File: config.mk
export PLATFORM = sky130hd
export DESIGN_NAME = mem_stage_flat
export DESIGN_NICKNAME = d
export VERILOG_FILES = /design/src/rtl/mem_stage_pkg.sv /design/src/rtl/mem_stage_if.sv /design/src/rtl/mem_stage_load_align.sv /design/src/rtl/mem_stage.sv /design/src/flat_wrapper.sv
export SDC_FILE = /design/constraint.sdc
export NUM_CORES = 1
export LEC_CHECK = 0
export ABC_AREA = 1
export CORE_ASPECT_RATIO = 0.5
export CORE_UTILIZATION = 39
export DETAILED_ROUTE_END_ITERATION = 12
export GPL_TIMING_DRIVEN = 0
export PLACE_DENSITY = 0.81
export REMOVE_ABC_BUFFERS = 1
export SETUP_SLACK_MARGIN = 0.15
export SLEW_MARGIN = 0
export SYNTH_ARGS = -nofsm -noshare
export SYNTH_HDL_FRONTEND = slang
export SYNTH_SLANG_ARGS = --single-unit
File: constraint.sdc
create_clock -name clk -period 4.8 [get_ports clk]
set_input_delay 0.48 -clock clk [delete_from_list [all_inputs] [get_ports clk]]
set_output_delay 0.48 -clock clk [all_outputs]
set_load 0.005 [all_outputs]
File: src/rtl/mem_stage_pkg.sv
// Shared encodings for the memory stage: access size/sign, writeback select, FSM state.
// Also holds the W-register bundle and the alignment rule used by the stage.
package mem_stage_pkg;

  localparam logic [1:0] SZ_B = 2'b00;
  localparam logic [1:0] SZ_H = 2'b01;
  localparam logic [1:0] SZ_W = 2'b10;
  localparam int         F3_UNSIGNED_BIT = 2;

  localparam logic [1:0] SEL_RES = 2'b00;
  localparam logic [1:0] SEL_PC4 = 2'b01;
  localparam logic [1:0] SEL_LD  = 2'b10;

  typedef enum logic {
    S_IDLE = 1'b0,
    S_WAIT = 1'b1
  } state_t;

  typedef struct packed {
    logic        valid;
    logic        reg_wr;
    logic [1:0]  sel_ld;
    logic [4:0]  rd;
    logic [31:0] result;
    logic [31:0] dm_rd;
    logic [31:0] pcp4;
    logic        misalign;
    logic        dm_err;
  } wb_t;

  // Size code 11 has no legal alignment, so it is always reported misaligned.
  function automatic logic is_aligned(input logic [1:0] sz, input logic [1:0] lo);
    case (sz)
      SZ_B:    return 1'b1;
      SZ_H:    return ~lo[0];
      SZ_W:    return (lo == 2'b00);
      default: return 1'b0;
    endcase
  endfunction

endpackage

File: src/rtl/mem_stage_if.sv
// Data-memory bus between the memory stage (master) and the data memory (slave).
// Request is held with stable address/data/enables until dm_ack.
interface mem_stage_if;
  logic        dm_req;
  logic        dm_we;
  logic [31:0] dm_addr;
  logic [31:0] dm_wdata;
  logic [3:0]  dm_be;
  logic        dm_ack;
  logic [31:0] dm_rdata;

  modport master (output dm_req, dm_we, dm_addr, dm_wdata, dm_be,
                  input  dm_ack, dm_rdata);
  modport slave  (input  dm_req, dm_we, dm_addr, dm_wdata, dm_be,
                  output dm_ack, dm_rdata);
endinterface

File: src/rtl/mem_stage_load_align.sv
// Combinational load aligner: picks the byte/halfword lane and sign/zero extends.
// Zero latency, no backpressure.
module load_align
  import mem_stage_pkg::*;
(
  input  logic [31:0] rdata,
  input  logic [1:0]  addr_lo,
  input  logic [2:0]  funct3,
  output logic [31:0] data
);

  logic [7:0]  byte_sel;
  logic [15:0] half_sel;
  logic        uns;

  always_comb begin
    byte_sel = rdata[{addr_lo, 3'b000} +: 8];
    half_sel = addr_lo[1] ? rdata[31:16] : rdata[15:0];
    uns      = funct3[F3_UNSIGNED_BIT];
    data     = rdata;
    case (funct3[1:0])
      SZ_B:    data = {{24{~uns & byte_sel[7]}}, byte_sel};
      SZ_H:    data = {{16{~uns & half_sel[15]}}, half_sel};
      default: data = rdata;
    endcase
  end

endmodule

File: src/rtl/mem_stage.sv
// Pipeline memory stage: issues data-memory accesses, registers results into the W stage (1 cycle min).
// Holds the upstream pipe with stall_mem until dm_ack or TIMEOUT; misaligned ops bypass the bus.
module mem_stage
  import mem_stage_pkg::*;
#(
  parameter int TIMEOUT = 16
) (
  input  logic        clk,
  input  logic        rst,
  input  logic        validM,
  input  logic [31:0] resultM,
  input  logic [31:0] wdM,
  input  logic [2:0]  funct3M,
  input  logic        mem_rdM,
  input  logic        mem_wrM,
  input  logic        reg_wrM,
  input  logic [1:0]  sel_ldM,
  input  logic [4:0]  rdM,
  input  logic [31:0] PCp4M,
  mem_stage_if.master dm,
  output logic        validW,
  output logic        reg_wrW,
  output logic [1:0]  sel_ldW,
  output logic [4:0]  rdW,
  output logic [31:0] resultW,
  output logic [31:0] dm_rdW,
  output logic [31:0] PCp4W,
  output logic        misalignW,
  output logic        dm_errW,
  output logic        stall_mem
);

  localparam int CW = $clog2(TIMEOUT + 1);

  state_t         state_q, state_d;
  logic [CW-1:0]  cnt_q, cnt_d;
  wb_t            wb_q, wb_d;
  logic           mem_op, aligned, mem_ok, timeout, req;
  logic [3:0]     st_be;
  logic [31:0]    st_wdata, ld_data;

  assign mem_op    = validM & (mem_rdM | mem_wrM);
  assign aligned   = is_aligned(funct3M[1:0], resultM[1:0]);
  assign mem_ok    = mem_op & aligned;
  assign timeout   = (state_q == S_WAIT) && (cnt_q == CW'(TIMEOUT - 1));
  assign req       = ~rst & mem_ok;
  assign stall_mem = req & ~dm.dm_ack & ~timeout;

  // Store lane steering; the request fields depend only on held M inputs, so they stay stable in WAIT.
  always_comb begin
    st_be    = 4'b1111;
    st_wdata = wdM;
    case (funct3M[1:0])
      SZ_B: begin
        st_be    = 4'b0001 << resultM[1:0];
        st_wdata = {4{wdM[7:0]}};
      end
      SZ_H: begin
        st_be    = 4'b0011 << {resultM[1], 1'b0};
        st_wdata = {2{wdM[15:0]}};
      end
      default: ;
    endcase
  end

  assign dm.dm_req   = req;
  assign dm.dm_we    = req & mem_wrM;
  assign dm.dm_be    = req ? st_be : 4'b0000;
  assign dm.dm_addr  = {resultM[31:2], 2'b00};
  assign dm.dm_wdata = st_wdata;

  load_align u_load_align (
    .rdata   (dm.dm_rdata),
    .addr_lo (resultM[1:0]),
    .funct3  (funct3M),
    .data    (ld_data)
  );

  always_comb begin
    state_d = state_q;
    cnt_d   = cnt_q;
    case (state_q)
      S_IDLE: begin
        if (mem_ok && !dm.dm_ack) begin
          state_d = S_WAIT;
          cnt_d   = '0;
        end
      end
      S_WAIT: begin
        if (!mem_ok || dm.dm_ack || timeout) begin
          state_d = S_IDLE;
          cnt_d   = '0;
        end else begin
          cnt_d = cnt_q + CW'(1);
        end
      end
      default: state_d = S_IDLE;
    endcase
  end

  always_comb begin
    wb_d = wb_q;
    if (stall_mem) begin
      wb_d.valid    = 1'b0;
      wb_d.reg_wr   = 1'b0;
      wb_d.misalign = 1'b0;
      wb_d.dm_err   = 1'b0;
    end else begin
      wb_d.valid    = validM;
      wb_d.misalign = mem_op & ~aligned;
      // An ack landing on the timeout cycle still wins: the data is good.
      wb_d.dm_err   = mem_ok & timeout & ~dm.dm_ack;
      wb_d.reg_wr   = validM & reg_wrM & ~wb_d.misalign & ~wb_d.dm_err;
      wb_d.sel_ld   = sel_ldM;
      wb_d.rd       = rdM;
      wb_d.result   = resultM;
      wb_d.pcp4     = PCp4M;
      if (mem_ok && !mem_wrM && dm.dm_ack) begin
        wb_d.dm_rd = ld_data;
      end
    end
  end

  always_ff @(posedge clk or posedge rst) begin
    if (rst) begin
      state_q <= S_IDLE;
      cnt_q   <= '0;
      wb_q    <= '0;
    end else begin
      state_q <= state_d;
      cnt_q   <= cnt_d;
      wb_q    <= wb_d;
    end
  end

  assign validW    = wb_q.valid;
  assign reg_wrW   = wb_q.reg_wr;
  assign sel_ldW   = wb_q.sel_ld;
  assign rdW       = wb_q.rd;
  assign resultW   = wb_q.result;
  assign dm_rdW    = wb_q.dm_rd;
  assign PCp4W     = wb_q.pcp4;
  assign misalignW = wb_q.misalign;
  assign dm_errW   = wb_q.dm_err;

endmodule

File: src/flat_wrapper.sv
// flat-port wrapper written by rule: the top's interface ports become plain ports
module mem_stage_flat import mem_stage_pkg::*;
#(
  parameter int TIMEOUT = 16
)
  (clk, rst, validM, resultM, wdM, funct3M, mem_rdM, mem_wrM, reg_wrM, sel_ldM, rdM, PCp4M, validW, reg_wrW, sel_ldW, rdW, resultW, dm_rdW, PCp4W, misalignW, dm_errW, stall_mem, dm_dm_req, dm_dm_we, dm_dm_addr, dm_dm_wdata, dm_dm_be, dm_dm_ack, dm_dm_rdata);
  mem_stage_if dm_i ();
  input  logic clk;
  input  logic rst;
  input  logic validM;
  input  logic [31:0] resultM;
  input  logic [31:0] wdM;
  input  logic [2:0] funct3M;
  input  logic mem_rdM;
  input  logic mem_wrM;
  input  logic reg_wrM;
  input  logic [1:0] sel_ldM;
  input  logic [4:0] rdM;
  input  logic [31:0] PCp4M;
  output logic validW;
  output logic reg_wrW;
  output logic [1:0] sel_ldW;
  output logic [4:0] rdW;
  output logic [31:0] resultW;
  output logic [31:0] dm_rdW;
  output logic [31:0] PCp4W;
  output logic misalignW;
  output logic dm_errW;
  output logic stall_mem;
  output wire logic [$bits(dm_i.dm_req)-1:0] dm_dm_req;
  output wire logic [$bits(dm_i.dm_we)-1:0] dm_dm_we;
  output wire logic [$bits(dm_i.dm_addr)-1:0] dm_dm_addr;
  output wire logic [$bits(dm_i.dm_wdata)-1:0] dm_dm_wdata;
  output wire logic [$bits(dm_i.dm_be)-1:0] dm_dm_be;
  input wire logic [$bits(dm_i.dm_ack)-1:0] dm_dm_ack;
  input wire logic [$bits(dm_i.dm_rdata)-1:0] dm_dm_rdata;
  assign dm_dm_req = dm_i.dm_req;
  assign dm_dm_we = dm_i.dm_we;
  assign dm_dm_addr = dm_i.dm_addr;
  assign dm_dm_wdata = dm_i.dm_wdata;
  assign dm_dm_be = dm_i.dm_be;
  assign dm_i.dm_ack = dm_dm_ack;
  assign dm_i.dm_rdata = dm_dm_rdata;
  mem_stage #(.TIMEOUT(TIMEOUT)) u_core (.clk(clk), .rst(rst), .validM(validM), .resultM(resultM), .wdM(wdM), .funct3M(funct3M), .mem_rdM(mem_rdM), .mem_wrM(mem_wrM), .reg_wrM(reg_wrM), .sel_ldM(sel_ldM), .rdM(rdM), .PCp4M(PCp4M), .dm(dm_i), .validW(validW), .reg_wrW(reg_wrW), .sel_ldW(sel_ldW), .rdW(rdW), .resultW(resultW), .dm_rdW(dm_rdW), .PCp4W(PCp4W), .misalignW(misalignW), .dm_errW(dm_errW), .stall_mem(stall_mem));
endmodule
==> flow_metrics.env, run 1 <==
export IMPL_grt_antenna_before_repair=0
export IMPL_crit_arrival_ns=3.87
export IMPL_finalMaxSlewViolations=0
export IMPL_crit_path_end_kind="output pin"
export IMPL_cap_viol_max_count=0
export IMPL_synth_avg_cell_area_um2=7.46
export IMPL_initial_core_util_pct=40.2
export IMPL_path_cells="clkdlybuf4s50_1, inv_1, nand2_1, nand3_2, nand4_1, buf_8, nor2_4, buf_12, clkdlybuf4s50_1"
export IMPL_global_route_usage_met3_pct=4.55
export IMPL_dieArea_um2=15500
export IMPL_mostFrequentLayoutCells="nand2_1 (379), clkdlybuf4s50_1 (318), dfrtp_1 (113), o21ai_0 (77), nand3_1 (61)"
export IMPL_fin_crit_sh_pct=90.7
export IMPL_critPathMaxFanout=43
export IMPL_busiest_layer="met2"
export IMPL_ys_types=27
export IMPL_critPathSlowestCell="clkdlybuf4s50_1"
export IMPL_async_reset_ff_share_pct=100
export IMPL_synth_main_ff_cell="dfrtp_1"
export IMPL_worst_path_largest_cell_delay_ns=0.84
export IMPL_outcome="finished, violations left"
export IMPL_peakVddDrop_mv=0.259
export IMPL_grt_use_met2_pct=43.4
export IMPL_final_common_cell="nand2_1"
export IMPL_clk_path_buf_depth=2
export IMPL_drt_pass1_iterations=11
export IMPL_gr_total_overflow=0
export IMPL_path_common_cell="clkdlybuf4s50_1"
export IMPL_grtUsageMet1_pct=31.9
export IMPL_violations="design-rule violations"
export IMPL_cp_endpoint="stall_mem"
export IMPL_fp_dieW_um=175
export IMPL_routed_wl_um=19900
export IMPL_fp_dieH_um=88.5
export IMPL_design_area_um2=9510
export IMPL_p_leak_uw=0.00444
export IMPL_ant_nets=0
export IMPL_numClockSinks=113
export IMPL_dp_cells=1223
export IMPL_worst_pin_slew_ns=1.27
export IMPL_multi_input_area_um2=2370
export IMPL_clkTransAtPathRegs_ns=0.06
export IMPL_worstSkewPairLatency_ns=0.40
export IMPL_r2r_slack_ns=2.11
export IMPL_fillCellCount=1197
export IMPL_grt_pass1_wl_um=30800
export IMPL_cts_hold_buffers=0
export IMPL_ios=323
export IMPL_cts_buffers=17
export IMPL_hpwl_um=13900
export IMPL_clockRootBuffer="clkbuf_16"
export IMPL_synth_edf_count=0
export IMPL_syn_inst=783
export IMPL_powerDensity_nw_per_um2=329
export IMPL_via_count=6160
export IMPL_drive_above_1_share_pct=4.91
export IMPL_r2r_start="u_core.cnt_q[0]"
export IMPL_grt_usage_pct=25.0
export IMPL_syn_to_final_growth_pct=62.8
export IMPL_cp_data_required_time_ns=4.32
export IMPL_fin_nets=1192
export IMPL_drc_errors=2
export IMPL_hp_class="primary input to asynchronous set/reset pin"
export IMPL_final_util_pct=65.4
export IMPL_placed_area_um2=8890
export IMPL_yosysWarnings=0
export IMPL_r2r_end="u_core.PCp4W[13]"
export IMPL_routabilityCongestion=0.807
export IMPL_crit_type="primary input to output pin"
export IMPL_cts_tree="built"
export IMPL_finalNonFillerCells=1256
export IMPL_ff2ff_path_depth=11
export IMPL_cp_startpoint="resultM[0]"
export IMPL_start_kind="primary input"
export IMPL_via_per_inst=4.90
export IMPL_clock_skew_ns=0.00995
export IMPL_ff_latch_area_um2=2830
export IMPL_ys_ff_latch=113
export IMPL_drt_initial_drc_count=462
export IMPL_relSlewSlack_pct=15.2
export IMPL_row_count=31
export IMPL_yosysSeqAreaShare_pct=48.4
export IMPL_diodes=0
export IMPL_netlist_area_um2=5840
export IMPL_design_core_area_um2=14500
export IMPL_rsz0062_at_grt="false"
export IMPL_htree_levels=4
export IMPL_setup_viol=0
export IMPL_max_freq_ghz=0.230
export IMPL_postCtsSetupBuffers=0
export IMPL_grt_pass1_vias=5935
export IMPL_portBuffers=320
export IMPL_grt_max_degree=74
export IMPL_period_needed_ns=4.35
export IMPL_wl_per_cell_um=15.8
export IMPL_hold_viol=0
## logic make-up after synthesis
kind of cell / after synthesis / synth area share, %
other: 1 / 0.0642
flip-flops: 113 / 48.4
AND/OR/NAND/NOR: 457 / 31.3
XOR/XNOR: 2 / 0.300
adder cells (fa/ha/maj): 2 / 0.428
AO/OA/AOI/OAI: 91 / 8.16
buffers and inverters: 117 / 11.4
## registers in the layout, indices dropped and copies added (netlist names)
name / count
u_core.PCp4W: 32
u_core.cnt_q: 5
u_core.dm_errW: 1
u_core.dm_rdW: 32
u_core.misalignW: 1
u_core.rdW: 5
u_core.reg_wrW: 1
u_core.resultW: 32
u_core.sel_ldW: 2
u_core.state_q: 1
u_core.validW: 1
## area by class of cell
cell class	count	area share (%)
timing repair buffer	327	35.0
sequential	113	29.7
multi-input combinational	555	24.9
clock buffer	18	4.62
tap	198	2.60
clock inverter	14	1.87
inverter	31	1.28
## per-layer routing
metal | routed length, um | vias up
met3 | 1130 | 31
met5 | 0 | -
met4 | 410 | 0
met2 | 9870 | 238
met1 | 8490 | 2933
li1 | - | 2958
## through the flow
step	power [uW]	setup slack, ns	TNS [ns]	hold WS (ns)
after global placement	1800	-3.74	-478.82	0.461
after floorplan	1310	0.704	0	0.449
final	3130	0.447	0	0.388
after detailed placement	1820	-0.537	-0.537	0.464
after global routing	3260	0.233	0	0.450
after CTS	3150	0.216	0	0.395
## cells in the mapped netlist, types with 2 or more instances
| master | n | area share [%] |
|---|---|---|
| ha_1 | 2 | 0.43 |
| buf_4 | 41 | 5.3 |
| a21oi_1 | 4 | 0.34 |
| inv_1 | 27 | 1.7 |
| o21ai_0 | 77 | 6.6 |
| o211ai_1 | 6 | 0.77 |
| buf_6 | 7 | 1.3 |
| nand3_1 | 61 | 5.2 |
| inv_2 | 2 | 0.13 |
| xor2_1 | 2 | 0.30 |
| clkbuf_1 | 22 | 1.4 |
| o21ai_1 | 2 | 0.17 |
| dfrtp_1 | 113 | 48 |
| nand2_2 | 2 | 0.21 |
| nand3_2 | 2 | 0.34 |
| nand2_1 | 379 | 24 |
| buf_2 | 15 | 1.3 |
| nor2_1 | 9 | 0.58 |
| clkinv_1 | 2 | 0.13 |
## worst min-delay path by stage
stage | startpoint | to | slack, ns | cells past startpoint
after global routing | rst | u_core.PCp4W[17] | 0.45 | 2
after floorplan | u_core.cnt_q[4] | u_core.cnt_q[4] | 0.45 | 2
final | rst | u_core.PCp4W[14] | 0.39 | 2
after CTS | rst | u_core.PCp4W[17] | 0.39 | 2
after global placement | u_core.resultW[7] | u_core.resultW[7] | 0.46 | 2
after detailed placement | u_core.resultW[9] | u_core.resultW[9] | 0.46 | 2
## critical path: cells and delay by family
kind | cells | cell delay [ns]
simple gates | 4 | 1.05
buf+inv | 5 | 2.30
## power breakdown
part           switching (uW)  internal, uW
registers                59.7          1060
clock network             487           839
logic                     278           411
total                     825          2310
## repair_timing
item	CTS	global route
pin swaps	1	0
endpoints found under the setup margin	1	1
resized for setup	1	2
gates cloned	1	0
(Power assumes the default switching activity.)
==> inputs of run 2 (changes only) <==
--- a/config.mk
+++ b/config.mk
@@ -5,12 +5,11 @@
 export SDC_FILE = /design/constraint.sdc
 export NUM_CORES = 1
 export LEC_CHECK = 0
-export ABC_AREA = 1
 export CORE_ASPECT_RATIO = 0.5
-export CORE_UTILIZATION = 39
+export CORE_UTILIZATION = 40
 export DETAILED_ROUTE_END_ITERATION = 12
 export GPL_TIMING_DRIVEN = 0
-export PLACE_DENSITY = 0.81
+export PLACE_DENSITY = 0.82
 export REMOVE_ABC_BUFFERS = 1
 export SETUP_SLACK_MARGIN = 0.15
 export SLEW_MARGIN = 0
==> flow_metrics.env, run 2 <==
export IMPL_hold_viol=0
export IMPL_synth_area_leaders="dfrtp_1 (48%), mux2_4 (17%), mux2_2 (5.3%), buf_4 (5.1%), buf_12 (2.7%)"
export IMPL_crit_type="primary input to output pin"
export IMPL_finalMaxSlewViolations=0
export IMPL_p_leak_uw=0.00417
export IMPL_period_needed_ns=4.07
export IMPL_wl_per_cell_um=17.3
export IMPL_cts_hold_buffers=0
export IMPL_clock_power_share_pct=43.0
export IMPL_synth_edf_count=0
export IMPL_grt_max_degree=98
export IMPL_synthXorXnorAreaFrac_pct=0.148
export IMPL_ys_types=45
export IMPL_dp_slack_ns=0.707
export IMPL_syn_inst=477
export IMPL_hp_class="flop to flop"
export IMPL_synthMuxAreaShare_pct=24.2
export IMPL_fin_total_pwr_uw=3280
export IMPL_clkTransAtPathRegs_ns=0.06
export IMPL_design_core_area_um2=14500
export IMPL_clk_path_buf_depth=2
export IMPL_critPathSlowestCell="clkdlybuf4s50_1"
export IMPL_drc_errors=0
export IMPL_sw_frac_of_total_pct=23.6
export IMPL_synthTopCellsByCount="dfrtp_1 (113), mux2_4 (68), buf_4 (40)"
export IMPL_ff2ff_path_depth=7
export IMPL_fin_crit_sh_pct=84.8
export IMPL_relSlewSlack_pct=29.8
export IMPL_switchingPower_uw=774
export IMPL_intPower_uw=2500
export IMPL_setup_viol=0
export IMPL_synth_main_ff_cell="dfrtp_1"
export IMPL_start_kind="primary input"
export IMPL_worst_pin_slew_ns=1.05
export IMPL_numClockSinks=113
export IMPL_gr_total_overflow=0
export IMPL_fp_dieW_um=174
export IMPL_cap_viol_max_count=0
export IMPL_cp_startpoint="funct3M[0]"
export IMPL_portBuffers=320
export IMPL_synthSimpleGateAreaFrac_pct=7.69
export IMPL_synth_area_leader_cell="dfrtp_1"
export IMPL_cts_buffers=17
export IMPL_mostFrequentLayoutCells="clkdlybuf4s50_1 (319), dfrtp_1 (113), mux2_4 (68), nor2_1 (32), mux2_2 (28)"
export IMPL_max_freq_ghz=0.246
export IMPL_cp_endpoint="stall_mem"
export IMPL_rsz0062_at_grt="false"
export IMPL_netlist_area_um2=5940
export IMPL_grt_pass1_vias=4772
export IMPL_multi_input_area_um2=2530
export IMPL_r2r_end="u_core.resultW[21]"
export IMPL_synth_avg_cell_area_um2=12.4
export IMPL_routed_wl_um=16700
export IMPL_clockRootBuffer="clkbuf_16"
export IMPL_htree_levels=4
export IMPL_ant_nets=0
export IMPL_fin_nets=900
export IMPL_fillCellCount=1030
export IMPL_grt_pass1_wl_um=25500
export IMPL_drive_above_1_share_pct=18.3
export IMPL_crit_path_end_kind="output pin"
export IMPL_sequentialPowerShare_pct=34.5
export IMPL_async_reset_ff_share_pct=100
export IMPL_grt_usage_pct=21.3
export IMPL_syn_to_final_growth_pct=61.2
export IMPL_worst_path_largest_cell_delay_ns=0.95
export IMPL_outcome="complete, no violations"
export IMPL_ys_ff_latch=113
export IMPL_fin_ws_ns=0.731
export IMPL_via_per_inst=4.91
export IMPL_worstSkewPairLatency_ns=0.41
export IMPL_cts_tree="built"
export IMPL_crit_arrival_ns=3.59
export IMPL_final_common_cell="clkdlybuf4s50_1"
export IMPL_fp_dieH_um=88.1
export IMPL_peakVddDrop_mv=0.234
export IMPL_initial_core_util_pct=41.0
export IMPL_yosysWarnings=0
export IMPL_yosysSeqAreaShare_pct=47.6
export IMPL_ff_latch_area_um2=2830
export IMPL_critPathMaxFanout=42
export IMPL_r2r_slack_ns=2.01
export IMPL_powerDensity_nw_per_um2=342
export IMPL_row_count=31
export IMPL_synthMostInstantiatedCell="dfrtp_1"
export IMPL_diodes=0
export IMPL_r2r_start="u_core.cnt_q[0]"
export IMPL_synth_top_family_by_area="multiplexers"
export IMPL_postCtsSetupBuffers=0
export IMPL_cp_data_required_time_ns=4.32
export IMPL_via_count=4733
export IMPL_grt_antenna_before_repair=0
export IMPL_path_common_cell="clkdlybuf4s50_1"
export IMPL_pwr_share_comb_pct=22.5
export IMPL_drt_pass1_iterations=4
export IMPL_clock_skew_ns=0.00827
export IMPL_synthAdderAreaFrac_pct=0.422
export IMPL_fin_hold_ws_ns=0.476
export IMPL_dieArea_um2=15400
export IMPL_hpwl_um=12000
export IMPL_path_cells="clkdlybuf4s50_1, nor3_2, o211ai_2, nand3b_4, inv_1, clkdlybuf4s50_1"
export IMPL_post_cts_resized=0
export IMPL_synth_compound_area_share_pct=10.0
export IMPL_ios=323
export IMPL_routabilityCongestion=0.783
export IMPL_drt_initial_drc_count=278
export IMPL_netlist_area_leader_share_pct=47.6
[run 2: area by class of cell]
type / instances / area share, %
repair buffers: 323 / 34.1
flip-flops and latches: 113 / 29.6
multi-input cells: 290 / 26.4
clock buffers: 19 / 4.73
well taps: 198 / 2.59
clock inverters: 13 / 2.18
inverters: 8 / 0.366
[run 2: kinds of logic (layout without fill, tap and decap cells)]
kind of cell,Yosys count,count (layout)
buffers and inverters,75,363
xor gates and xnor gates,1,1
muxes,106,106
DFF,113,113
and+or+nand+nor,93,93
other,1,2
AOI/OAI and AO/OA,86,86
adders and majority gates,2,2
[run 2: how the worst min path moves through the flow]
stage / startpoint / endpoint / slack, ns / cells past startpoint
2_1_floorplan: u_core.cnt_q[4] / u_core.cnt_q[4] / 0.45 / 1
3_3_place_gp: u_core.cnt_q[4] / u_core.cnt_q[4] / 0.46 / 1
3_5_place_dp: u_core.cnt_q[4] / u_core.cnt_q[4] / 0.47 / 1
4_1_cts: u_core.cnt_q[4] / u_core.cnt_q[4] / 0.48 / 1
5_1_grt: u_core.PCp4W[13] / u_core.PCp4W[13] / 0.52 / 1
6_report: u_core.cnt_q[4] / u_core.cnt_q[4] / 0.48 / 1
[run 2: power groups by stage]
stage                     clock, uW  combinational, uW  sequential, uW
after detailed placement          0                737            1150
final                          1410                737            1130
after global routing           1470                788            1140
after CTS                      1430                744            1130
after floorplan                   0                218            1150
after global placement            0                723            1140
[run 2: metal layers]
metal  vias to the layer above  track usage [%]  part of all wire (%)
met2                       180             39.9                    53
met3                        28             5.38                   5.0
met5                         -                0                     0
met1                      2317             24.1                    40
li1                       2208                -                     -
met4                         0             7.34                   2.2
[run 2: critical path: cells and delay by family]
family          cells  cell delay (ns)
buf+inv             3             1.66
simple gates        2             1.21
compound gates      1             0.20
[run 2: per-stage QoR]
step | cell area [um^2] | util, % | TNS (ns) | cells
final | 9570 | 66.1 | 0 | 964
after global routing | 9570 | 66.1 | 0 | 964
after CTS | 9570 | 66.1 | 0 | 964
after detailed placement | 8910 | 61.6 | 0 | 932
after global placement | 8840 | 61.1 | -247.40 | 929
after floorplan | 5390 | - | -20.21 | 411
==> inputs of run 3 (changes only) <==
--- a/config.mk
+++ b/config.mk
@@ -6,10 +6,10 @@
 export NUM_CORES = 1
 export LEC_CHECK = 0
 export CORE_ASPECT_RATIO = 0.5
-export CORE_UTILIZATION = 40
+export CORE_UTILIZATION = 36
 export DETAILED_ROUTE_END_ITERATION = 12
 export GPL_TIMING_DRIVEN = 0
-export PLACE_DENSITY = 0.82
+export PLACE_DENSITY = 0.78
 export REMOVE_ABC_BUFFERS = 1
 export SETUP_SLACK_MARGIN = 0.15
 export SLEW_MARGIN = 0
==> constraint.sdc (replaced) <==
create_clock -name clk -period 3.7 [get_ports clk]
set_input_delay 0.37 -clock clk [delete_from_list [all_inputs] [get_ports clk]]
set_output_delay 0.37 -clock clk [all_outputs]
set_load 0.005 [all_outputs]
==> flow_metrics.env, run 3 (synthesis results as in run 2) <==
export IMPL_gr_total_overflow=0
export IMPL_ios=323
export IMPL_crit_path_end_kind="output pin"
export IMPL_start_kind="primary input"
export IMPL_ant_nets=0
export IMPL_grt_antenna_before_repair=0
export IMPL_worstSkewPairLatency_ns=0.40
export IMPL_fp_dieH_um=92.8
export IMPL_setup_viol=0
export IMPL_initial_core_util_pct=37.7
export IMPL_row_count=32
export IMPL_portBuffers=320
export IMPL_clockRootBuffer="clkbuf_16"
export IMPL_numClockSinks=113
export IMPL_grt_usage_pct=21.5
export IMPL_syn_to_final_growth_pct=61.1
export IMPL_rsz0062_at_grt="false"
export IMPL_final_common_cell="clkdlybuf4s50_1"
export IMPL_hold_viol=0
export IMPL_drive_above_1_share_pct=18.0
export IMPL_design_area_um2=9560
export IMPL_powerDensity_nw_per_um2=430
export IMPL_p_leak_uw=0.00416
export IMPL_period_needed_ns=3.40
export IMPL_crit_arrival_ns=3.03
export IMPL_placed_area_um2=8940
export IMPL_drt_pass1_iterations=4
export IMPL_finalMaxSlewViolations=0
export IMPL_cp_data_required_time_ns=3.33
export IMPL_peakVddDrop_mv=0.302
export IMPL_via_per_inst=4.86
export IMPL_routed_wl_um=18000
export IMPL_fin_hold_ws_ns=0.476
export IMPL_fp_dieW_um=184
export IMPL_worst_pin_slew_ns=1.10
export IMPL_via_count=4795
export IMPL_crit_type="primary input to output pin"
export IMPL_outcome="complete, no violations"
export IMPL_finalSetupTns_ns=0
export IMPL_htree_levels=4
export IMPL_dieArea_um2=17000
export IMPL_wl_per_cell_um=18.2
export IMPL_fin_nets=901
export IMPL_clock_skew_ns=0.00832
export IMPL_cts_tree="built"
export IMPL_mostFrequentLayoutCells="clkdlybuf4s50_1 (318), dfrtp_1 (113), mux2_4 (68), nor2_1 (32), mux2_2 (28)"
export IMPL_grt_pass1_wl_um=28000
export IMPL_drt_initial_drc_count=263
export IMPL_hp_class="flop to flop"
export IMPL_fillCellCount=1257
export IMPL_routabilityCongestion=0.813
export IMPL_critPathMaxFanout=21
export IMPL_cap_viol_max_count=0
export IMPL_grt_pass1_vias=5129
export IMPL_grt_max_degree=81
export IMPL_clk_path_buf_depth=2
export IMPL_diodes=0
export IMPL_design_core_area_um2=15700
export IMPL_max_freq_ghz=0.294
export IMPL_hpwl_um=12900
export IMPL_clkTransAtPathRegs_ns=0.06
export IMPL_cts_buffers=17
export IMPL_drc_errors=0
export IMPL_relSlewSlack_pct=26.8
export IMPL_fin_crit_sh_pct=91.9
## run 3: cell types whose count changed in the layout (fill, tap and decap cells not counted)
cell	change
clkinv_4	-3
clkbuf_1	+2
clkinv_2	+2
buf_12	-1
buf_16	+1
bufinv_16	-1
clkbuf_8	-1
clkdlybuf4s50_1	-1
dlygate4sd2_1	+1
nand3b_2	+1
## run 3: stage by stage
stage / instances / power (uW) / setup WS (ns) / util (%)
CTS: 987 / 4160 / 0.336 / 60.8
finish: 987 / 4110 / 0.301 / 60.8
floorplan: 411 / 1780 / -1.27 / -
detailed placement: 955 / 2450 / -0.176 / 56.8
global placement: 952 / 2420 / -3.72 / 56.4
global route: 987 / 4300 / 0.155 / 60.8
## run 3: area by class of cell
type	instances	area, um^2	share of cell area, %
clock buffer	20	447	4.67
clock inverter	11	163	1.70
inverter	8	35.0	0.366
multi-input combinational	291	2540	26.6
sequential	113	2830	29.6
tap	221	277	2.89
timing repair buffer	323	3270	34.2
## run 3: worst max-delay path, cell delays in order
cell,delay [ns]
dlygate4sd2_1,0.93
or2b_1,0.66
a21oi_1,0.17
nor4_1,0.30
clkdlybuf4s50_1,0.58
## run 3: where the power goes
part / internal [uW] / switching [uW] / total (uW)
combinational: 629 / 332 / 962
clock: 1130 / 551 / 1690
sequential: 1390 / 81.2 / 1470
## run 3: final timing paths
path | start | endpoint | slack, ns | depth (start not counted)
min in group asynchronous | rst | u_core.dm_errW | 0.51 | 2
max in group asynchronous | rst | u_core.PCp4W[29] | 2.47 | 3
hold reg to reg | u_core.cnt_q[4] | u_core.cnt_q[4] | 0.48 | 1
setup / recovery | funct3M[0] | dm_dm_be[2] | 0.30 | 5
setup reg to reg | u_core.cnt_q[0] | u_core.resultW[22] | 1.08 | 6
hold / removal | u_core.cnt_q[4] | u_core.cnt_q[4] | 0.48 | 1
## run 3: per-layer routing
layer,part of all wire (%),global-route usage (%),wire [um]
met1,39,24.9,7100
met4,2.3,8.06,420
met3,5.8,4.84,1040
met5,0,0,0
met2,52,39.0,9450
## run 3: what timing repair did
| item | 4_1_cts | 5_1_grt |
|---|---|---|
| hold buffers | 0 | 0 |
| setup endpoints to repair | 2 | 0 |
| setup buffers | 0 | 0 |
| endpoints found under the hold margin | 0 | 0 |
| gates resized for setup | 1 | 0 |
